[config.mk]
export PLATFORM = sky130hd
export DESIGN_NAME = mario_jump_controller
export DESIGN_NICKNAME = d
export VERILOG_FILES = /design/src/rtl/mario_jump_controller.sv
export SDC_FILE = /design/constraint.sdc
export NUM_CORES = 1
export LEC_CHECK = 0
export CAP_MARGIN = 40
export CORE_ASPECT_RATIO = 0.8
export CORE_MARGIN = 5
export CORE_UTILIZATION = 50
export CTS_BUF_LIST = sky130_fd_sc_hd__clkbuf_16
export DETAILED_ROUTE_END_ITERATION = 16
export DONT_BUFFER_PORTS = 1
export PLACE_DENSITY = 0.63
export SLEW_MARGIN = 20
export SYNTH_ARGS = -nofsm -noshare
export SYNTH_HDL_FRONTEND = slang
export SYNTH_SLANG_ARGS = --single-unit
export TNS_END_PERCENT = 100
[constraint.sdc]
create_clock -name vga_clock -period 4.1 [get_ports vga_clock]
set_input_delay 0.82 -clock vga_clock [delete_from_list [all_inputs] [get_ports vga_clock]]
set_output_delay 0.82 -clock vga_clock [all_outputs]
set_load 0.05 [all_outputs]
[src/rtl/mario_jump_controller.sv]
// Vertical motion sequencer for Mario: jump trigger, ascent, apex hang, gravity fall, landing.
// Optional macro VARIABLE_JUMP_EN: releasing jump during ascent caps upward velocity at 2.
module mario_jump_controller #(
  parameter int unsigned GROUND_Y    = 360,
  parameter int unsigned JUMP_VEL    = 6,
  parameter int unsigned GRAVITY_DIV = 2,
  parameter int unsigned APEX_TICKS  = 4,
  parameter int unsigned MAX_FALL    = 4
) (
  input  logic        vga_clock,
  input  logic        reset,
  input  logic        move_tick,
  input  logic        jump,
  output logic [31:0] mario_y,
  output logic        airborne,
  output logic [2:0]  jump_state
);

  typedef enum logic [2:0] {
    StIdle    = 3'd0,
    StAscend  = 3'd1,
    StApex    = 3'd2,
    StDescend = 3'd3,
    StLand    = 3'd4
  } state_e;

  localparam logic [3:0]  JumpVel  = 4'(JUMP_VEL);
  localparam logic [3:0]  MaxFall  = 4'(MAX_FALL);
  localparam logic [7:0]  GravLast = 8'(GRAVITY_DIV - 1);
  localparam logic [7:0]  ApexLast = 8'(APEX_TICKS - 1);
  localparam logic [31:0] GroundY  = 32'(GROUND_Y);

  state_e      state_q, state_d;
  logic [31:0] mario_y_q, mario_y_d;
  logic [3:0]  vel_q, vel_d;
  logic [7:0]  grav_cnt_q, grav_cnt_d;
  logic [7:0]  apex_cnt_q, apex_cnt_d;
  logic        jump_prev_q, jump_prev_d;

  // Effective ascent velocity/counter after any early-release cap.
  logic [3:0]  asc_vel;
  logic [7:0]  asc_cnt;
  logic [3:0]  fall_vel;

  always_ff @(posedge vga_clock or posedge reset) begin
    if (reset) begin
      state_q     <= StIdle;
      mario_y_q   <= GroundY;
      vel_q       <= 4'd0;
      grav_cnt_q  <= 8'd0;
      apex_cnt_q  <= 8'd0;
      jump_prev_q <= 1'b0;
    end else begin
      state_q     <= state_d;
      mario_y_q   <= mario_y_d;
      vel_q       <= vel_d;
      grav_cnt_q  <= grav_cnt_d;
      apex_cnt_q  <= apex_cnt_d;
      jump_prev_q <= jump_prev_d;
    end
  end

  always_comb begin
    state_d     = state_q;
    mario_y_d   = mario_y_q;
    vel_d       = vel_q;
    grav_cnt_d  = grav_cnt_q;
    apex_cnt_d  = apex_cnt_q;
    jump_prev_d = jump_prev_q;
    asc_vel     = vel_q;
    asc_cnt     = grav_cnt_q;
    fall_vel    = (vel_q >= MaxFall) ? MaxFall : vel_q + 4'd1;

    if (move_tick) begin
      jump_prev_d = jump;
      unique case (state_q)
        StIdle: begin
          if (jump && !jump_prev_q) begin
            state_d    = StAscend;
            vel_d      = JumpVel;
            grav_cnt_d = 8'd0;
          end
        end

        StAscend: begin
`ifdef VARIABLE_JUMP_EN
          if (!jump && vel_q > 4'd2) begin
            asc_vel = 4'd2;
            asc_cnt = 8'd0;
          end
`endif
          vel_d      = asc_vel;
          grav_cnt_d = asc_cnt;
          if (mario_y_q <= {28'd0, asc_vel}) begin
            mario_y_d  = 32'd0;
            state_d    = StApex;
            apex_cnt_d = 8'd0;
          end else begin
            mario_y_d = mario_y_q - {28'd0, asc_vel};
            if (asc_cnt == GravLast) begin
              grav_cnt_d = 8'd0;
              vel_d      = asc_vel - 4'd1;
              if (asc_vel == 4'd1) begin
                state_d    = StApex;
                apex_cnt_d = 8'd0;
              end
            end else begin
              grav_cnt_d = asc_cnt + 8'd1;
            end
          end
        end

        StApex: begin
          if (apex_cnt_q == ApexLast) begin
            state_d    = StDescend;
            vel_d      = 4'd1;
            grav_cnt_d = 8'd0;
          end else begin
            apex_cnt_d = apex_cnt_q + 8'd1;
          end
        end

        StDescend: begin
          if (mario_y_q + {28'd0, vel_q} >= GroundY) begin
            mario_y_d = GroundY;
            state_d   = StLand;
          end else begin
            mario_y_d = mario_y_q + {28'd0, vel_q};
            if (grav_cnt_q == GravLast) begin
              grav_cnt_d = 8'd0;
              vel_d      = fall_vel;
            end else begin
              grav_cnt_d = grav_cnt_q + 8'd1;
            end
          end
        end

        StLand: begin
          mario_y_d = GroundY;
          state_d   = StIdle;
        end

        default: state_d = StIdle;
      endcase
    end
  end

  assign mario_y    = mario_y_q;
  assign jump_state = state_q;
  assign airborne   = (state_q == StAscend) || (state_q == StApex) || (state_q == StDescend);

endmodule

# ---- Yosys cells after proc, flatten, opt, wreduce, memory -nomap -nowiden
# Cells that the tools add are included.
dict set report classes {
  reduce_logical 13
  n_addsub 6
  order_cmp 3
  mux 29
  n_eq_ne 17
}
# op count
set op_table {}
lappend op_table {{$pmux W32 S3} 1}
lappend op_table {{$mux W8} 9}
lappend op_table {{$mux W32} 2}
lappend op_table {{$add A32 B4 Y32} 1}
lappend op_table {{$ge A32 B9 Y1 const B} 1}
lappend op_table {{$le A32 B4 Y1} 1}
lappend op_table {{$pmux W8 S4} 1}
lappend op_table {{$sub A32 B4 Y32} 1}
lappend op_table {{$mux W4} 7}
lappend op_table {{$mux W3} 6}
lappend op_table {{$add A8 B1 Y8 const B} 2}
lappend op_table {{$ne A2 B2 Y1 const B} 8}
lappend op_table {{$pmux W4 S4} 1}
lappend op_table {{$pmux W8 S2} 1}
lappend op_table {{$pmux W3 S4} 1}
lappend op_table {{$reduce_and A6 Y1} 2}
lappend op_table {{$eq A8 B1 Y1 const B} 1}
lappend op_table {{$eq A8 B2 Y1 const B} 1}
lappend op_table {{$reduce_and A8 Y1} 1}
lappend op_table {{$eq A3 B2 Y1 const B} 2}
lappend op_table {{$ne A3 B3 Y1 const B} 2}
lappend op_table {{$reduce_and A5 Y1} 1}
lappend op_table {{$add A4 B1 Y4 const B} 1}
lappend op_table {{$eq A4 B1 Y1 const B} 1}
lappend op_table {{other kinds (12)} 13}
dict set report word_totals {
  regBits 56
  input_bits 4
  output_inout_bits 36
}

# ---- Logic depth before layout (Yosys ltp)
dict set report depth {
  depth_word 5
  mapped_depth 14
  ltp_nobuf 13
}

# ---- Worst setup path after synthesis
# Ideal clock, no wire load.
dict set report synth_timing {
  path_kind {register -> register}
  start {reg mario_y_q[0] (netlist: mario_y[0])}
  end {reg vel_q[2] (netlist: asc_vel[2])}
  slack_ns 0.150
  path_buffers 1
  path_stages_with_launch 13
  arrival_time_ns 3.823
  cell_sequence {dfrtp_1 ha_1 fa_1 or3b_4 and3_1 or4_1 xnor2_1 a211o_1 nor4_2 a31oi_1 buf_2 nor3_4 mux2_1}
}
dict set report synth_between {
  elab_chain_len 4
}
# item line
set synth_lines {}
lappend synth_lines {{start, declared} 34} ;# logic [31:0] mario_y_q, mario_y_d;
lappend synth_lines {{start signal, assigned} 48} ;# mario_y_q <= GroundY;
lappend synth_lines {{start signal, assigned} 55} ;# mario_y_q <= mario_y_d;
lappend synth_lines {{$add A32 B4 Y32} 124} ;# if (mario_y_q + {28'd0, vel_q} >= GroundY) begin
lappend synth_lines {{$ge A32 B9 Y1} 124}
lappend synth_lines {{$ne A2 B2 Y1 (no line)} --}
lappend synth_lines {{$reduce_and A8 Y1 (no line) (*)} --}
lappend synth_lines {{end signal, assigned} 56} ;# vel_q <= vel_d;
lappend synth_lines {{end, declared} 35} ;# logic [3:0] vel_q, vel_d;
# Every way passes the cells marked *; elsewhere a longest branch is shown, timed or not.
# A chain may end at the register's enable or synchronous reset.

# ---- Worst setup path in the final report
dict set report layout_timing {
  start {reg vel_q[2] (netlist: asc_vel[2])}
  end {reg vel_q[3] (netlist: asc_vel[3])}
}
dict set report layout_between {
  elab_chain_len 5
}
# item
set layout_lines {}
lappend layout_lines {{parallel branches: the longest is 5 deep, another holds $add A32 B4 Y32}}
# Parallel ways; which one is timed is not known. The select of a mux whose other input is x is not followed.

==> run summary <==
Core Region - 0.00856 mm2
num ports - 40
Post-DP Area - 0.00482 mm2
Clock power frac - 10.0%
Synthesis Warnings - 0
final hold vios - 0
Worst Path Required - 4280 ps
Synth Net Count - 569
final core area utilization - 58.5%
FFs w/ async S/R, synth - 100%
largest cells by area after synthesis - dfrtp_1 (29%), o21ai_0 (7.1%), a21oi_1 (4.1%)
post-synth top area cell - dfrtp_1
max_slew headroom - 47.3%
fin crit share - 91.9%
switching power - 2.45 mW
sequential share of power - 23.6%
global-route wire length before repair - 21.6 mm
DRT Pass-1 Iters - 5
worst hold path type - input pin to asynchronous set/reset pin
synthesized instance count - 549
Num CTS Buffers - 5
switch share - 55.3%
synthesized area - 0.00444 mm2
total of max-cap violations - 0
Placer Congestion - 0.984
internal power - 1.98 mW
DIE WIDTH - 115 um
diodes inserted - 0
Most used DFF post-synth - dfrtp_1
origin of the worst setup path - asc_vel[2]$_DFFE_PP0P_
Worst-path clk slew - 70 ps
crit path launch type - register
hold_buf cts - 0
DRT Wirelength - 13.3 mm
largest net degree at the start of global routing - 35
Starting Density - 51.9%
GRT Residual Overflow - 0
Tmin final - 3770 ps
post-synthesis sequential area ratio - 31.7%
top-area cell type share of the netlist area - 29.3%
Worst IR Drop VDD - 0.426 mV
post-route cell area - 0.00500 mm2
vias - 4471
Arr. time, crit path - 3950 ps
drt initial violations - 382
Area Growth Syn to Fin - 12.7%
I/O Buffers - 0
Final HPWL DP - 9.83 mm
P per Cell Area - 884 mW/mm2
TritonCTS clock tree - yes
status - finished clean
Layout Skew - 5.17 ps
RSZ-0062 raised after global routing - no
drt drc - 0
vias in the first global route - 4154
Max Fclk - 265 MHz
layout cell share with drive strength beyond 1 - 15.9%
Die Area - 0.0109 mm2
Reg-to-Reg Start - asc_vel[2]$_DFFE_PP0P_
CTS Sinks - 56
#FFs+latches synth - 56
initial antenna violation count - 0
Setup Viol. Count Final - 0
GRT Util Overall - 24.9%
Fill cells - 792
CTS max path bufs - 2
leading cell type in the layout, fill and taps excluded - o21ai_0
vias per cell - 6.48
H-tree depth - 2
Rows - 30
final antenna-violating net count - 0
most frequent cells in the layout - o21ai_0 (63), dfrtp_1 (52), buf_4 (52), nor2_1 (41), nand2_1 (37)
Crit. End Element - register
fin nets - 597
P_leak - 2.03 nW
Synth Area per Inst - 8.09 um2
Pwr Total - 4.42 mW
Die Y - 94.3 um
clk_lat worst skew - 300 ps
combinational share of power - 66.3%
maximum fanout along the worst path - 9
critical path class - register to register
Worst Max-Slew Pin Slew - 783 ps
EDFF count, synth - 0
post-route setup TNS - 0 ps
Cell variety after synth - 71
Max Slew Vio Count - 0
Routed WL per cell - 19.2 um
clock root cell - clkbuf_16
-- path summary, 6_finish.rpt --
path                                           end  slack [ps]  cells after the start
hold reg to reg            jump_prev_q$_DFFE_PP0P_         510                      1
max in group asynchronous   mario_y[3]$_DFFE_PP1P_        2820                      2
hold / removal              asc_vel[0]$_DFFE_PP0P_         420                      1
setup / recovery            asc_vel[3]$_DFFE_PP0P_         330                     12
setup reg to reg            asc_vel[3]$_DFFE_PP0P_         330                     12
min in group vga_clock     jump_prev_q$_DFFE_PP0P_         510                      1
-- layout make-up --
cell class                      count  area, um2  share of cell area [%]
Tap cell                          112        140                    2.80
Inverter                           23       86.3                    1.73
Multi-Input combinational cell    437       2810                    56.2
Clock buffer                        5        125                    2.50
Clock inverter                      3       23.8                   0.475
Timing Repair Buffer               54        410                    8.20
Sequential cell                    56       1410                    28.1
-- metal layers --
metal  global-route usage (%)  vias to the layer above  wire length (um)
li1                         -                     2109                 -
met1                     38.4                     2151              6320
met2                     35.2                      195              5640
met3                     5.09                       16              1160
met4                     6.26                        0               150
met5                        0                        -                 0
-- worst max-delay path, stage by stage, from the launching register on --
cell and delay (ps):
dfrtp_1 460, inv_1 70, ha_1 300, or3b_4 420, and3_1 230, or4_1 550, xnor2_1 140, a211o_1 230
nor4_2 350, a31oi_1 260, buf_4 230, o31ai_1 270, o41ai_2 110
-- sequential cells by signal (all words and copies together) (netlist names) --
register and flops:
apex_cnt_q 8, asc_vel 4, asc_cnt 8, jump_prev_q 1, jump_state 3, mario_y 32
-- logic make-up (layout without fill, tap and decap cells) --
group	after synthesis	in the layout	share of synthesized area [%]
and+or+nand+nor	214	214	26.7
AOI/OAI and AO/OA	179	179	25.8
DFF	56	56	31.7
buffers and inverters	56	85	5.15
xor gates and xnor gates	21	21	4.14
adders and majority gates	16	16	4.85
muxes	7	7	1.66
-- cell usage after synthesis (4+ instances only) --
library cell / number
and2_1: 6
a21oi_1: 36
o31ai_1: 17
ha_1: 14
dfrtp_1: 52
or4_1: 5
nor2b_1: 6
mux2i_1: 4
a21o_1: 5
or3_1: 13
nand4_1: 8
nor4_1: 9
inv_1: 22
nor3_1: 22
buf_2: 12
xor2_1: 9
dfstp_2: 4
xnor2_1: 12
o41ai_1: 4
a211oi_1: 7
o211ai_1: 6
nand2b_1: 6
and3_1: 12
o21ai_0: 63
nand2_1: 37
a31oi_1: 9
nor2_1: 41
and4_1: 4
clkbuf_1: 19
nand3_1: 23
-- through the flow --
stage,worst slack (ps),hold slack (ps),cells
finish,333,423,690
CTS,279,439,687
global placement,411,480,677
detailed placement,305,487,679
floorplan,150,472,549
global route,14.3,471,690
-- what timing repair did --
action,in CTS,in global routing
setup endpoints to repair,0,2
resized for setup,0,1
buffers inserted,0,2
-- power groups by stage --
stage | Sequential, mW | Combinational (mW) | Clock [mW]
2_1_floorplan | 1.36 | 1.74 | 0
3_3_place_gp | 1.07 | 2.75 | 0
3_5_place_dp | 1.09 | 2.82 | 0
4_1_cts | 1.08 | 2.83 | 0.452
5_1_grt | 1.08 | 3.19 | 0.478
6_report | 1.05 | 2.93 | 0.444
Power figures use the tool's default switching activity.
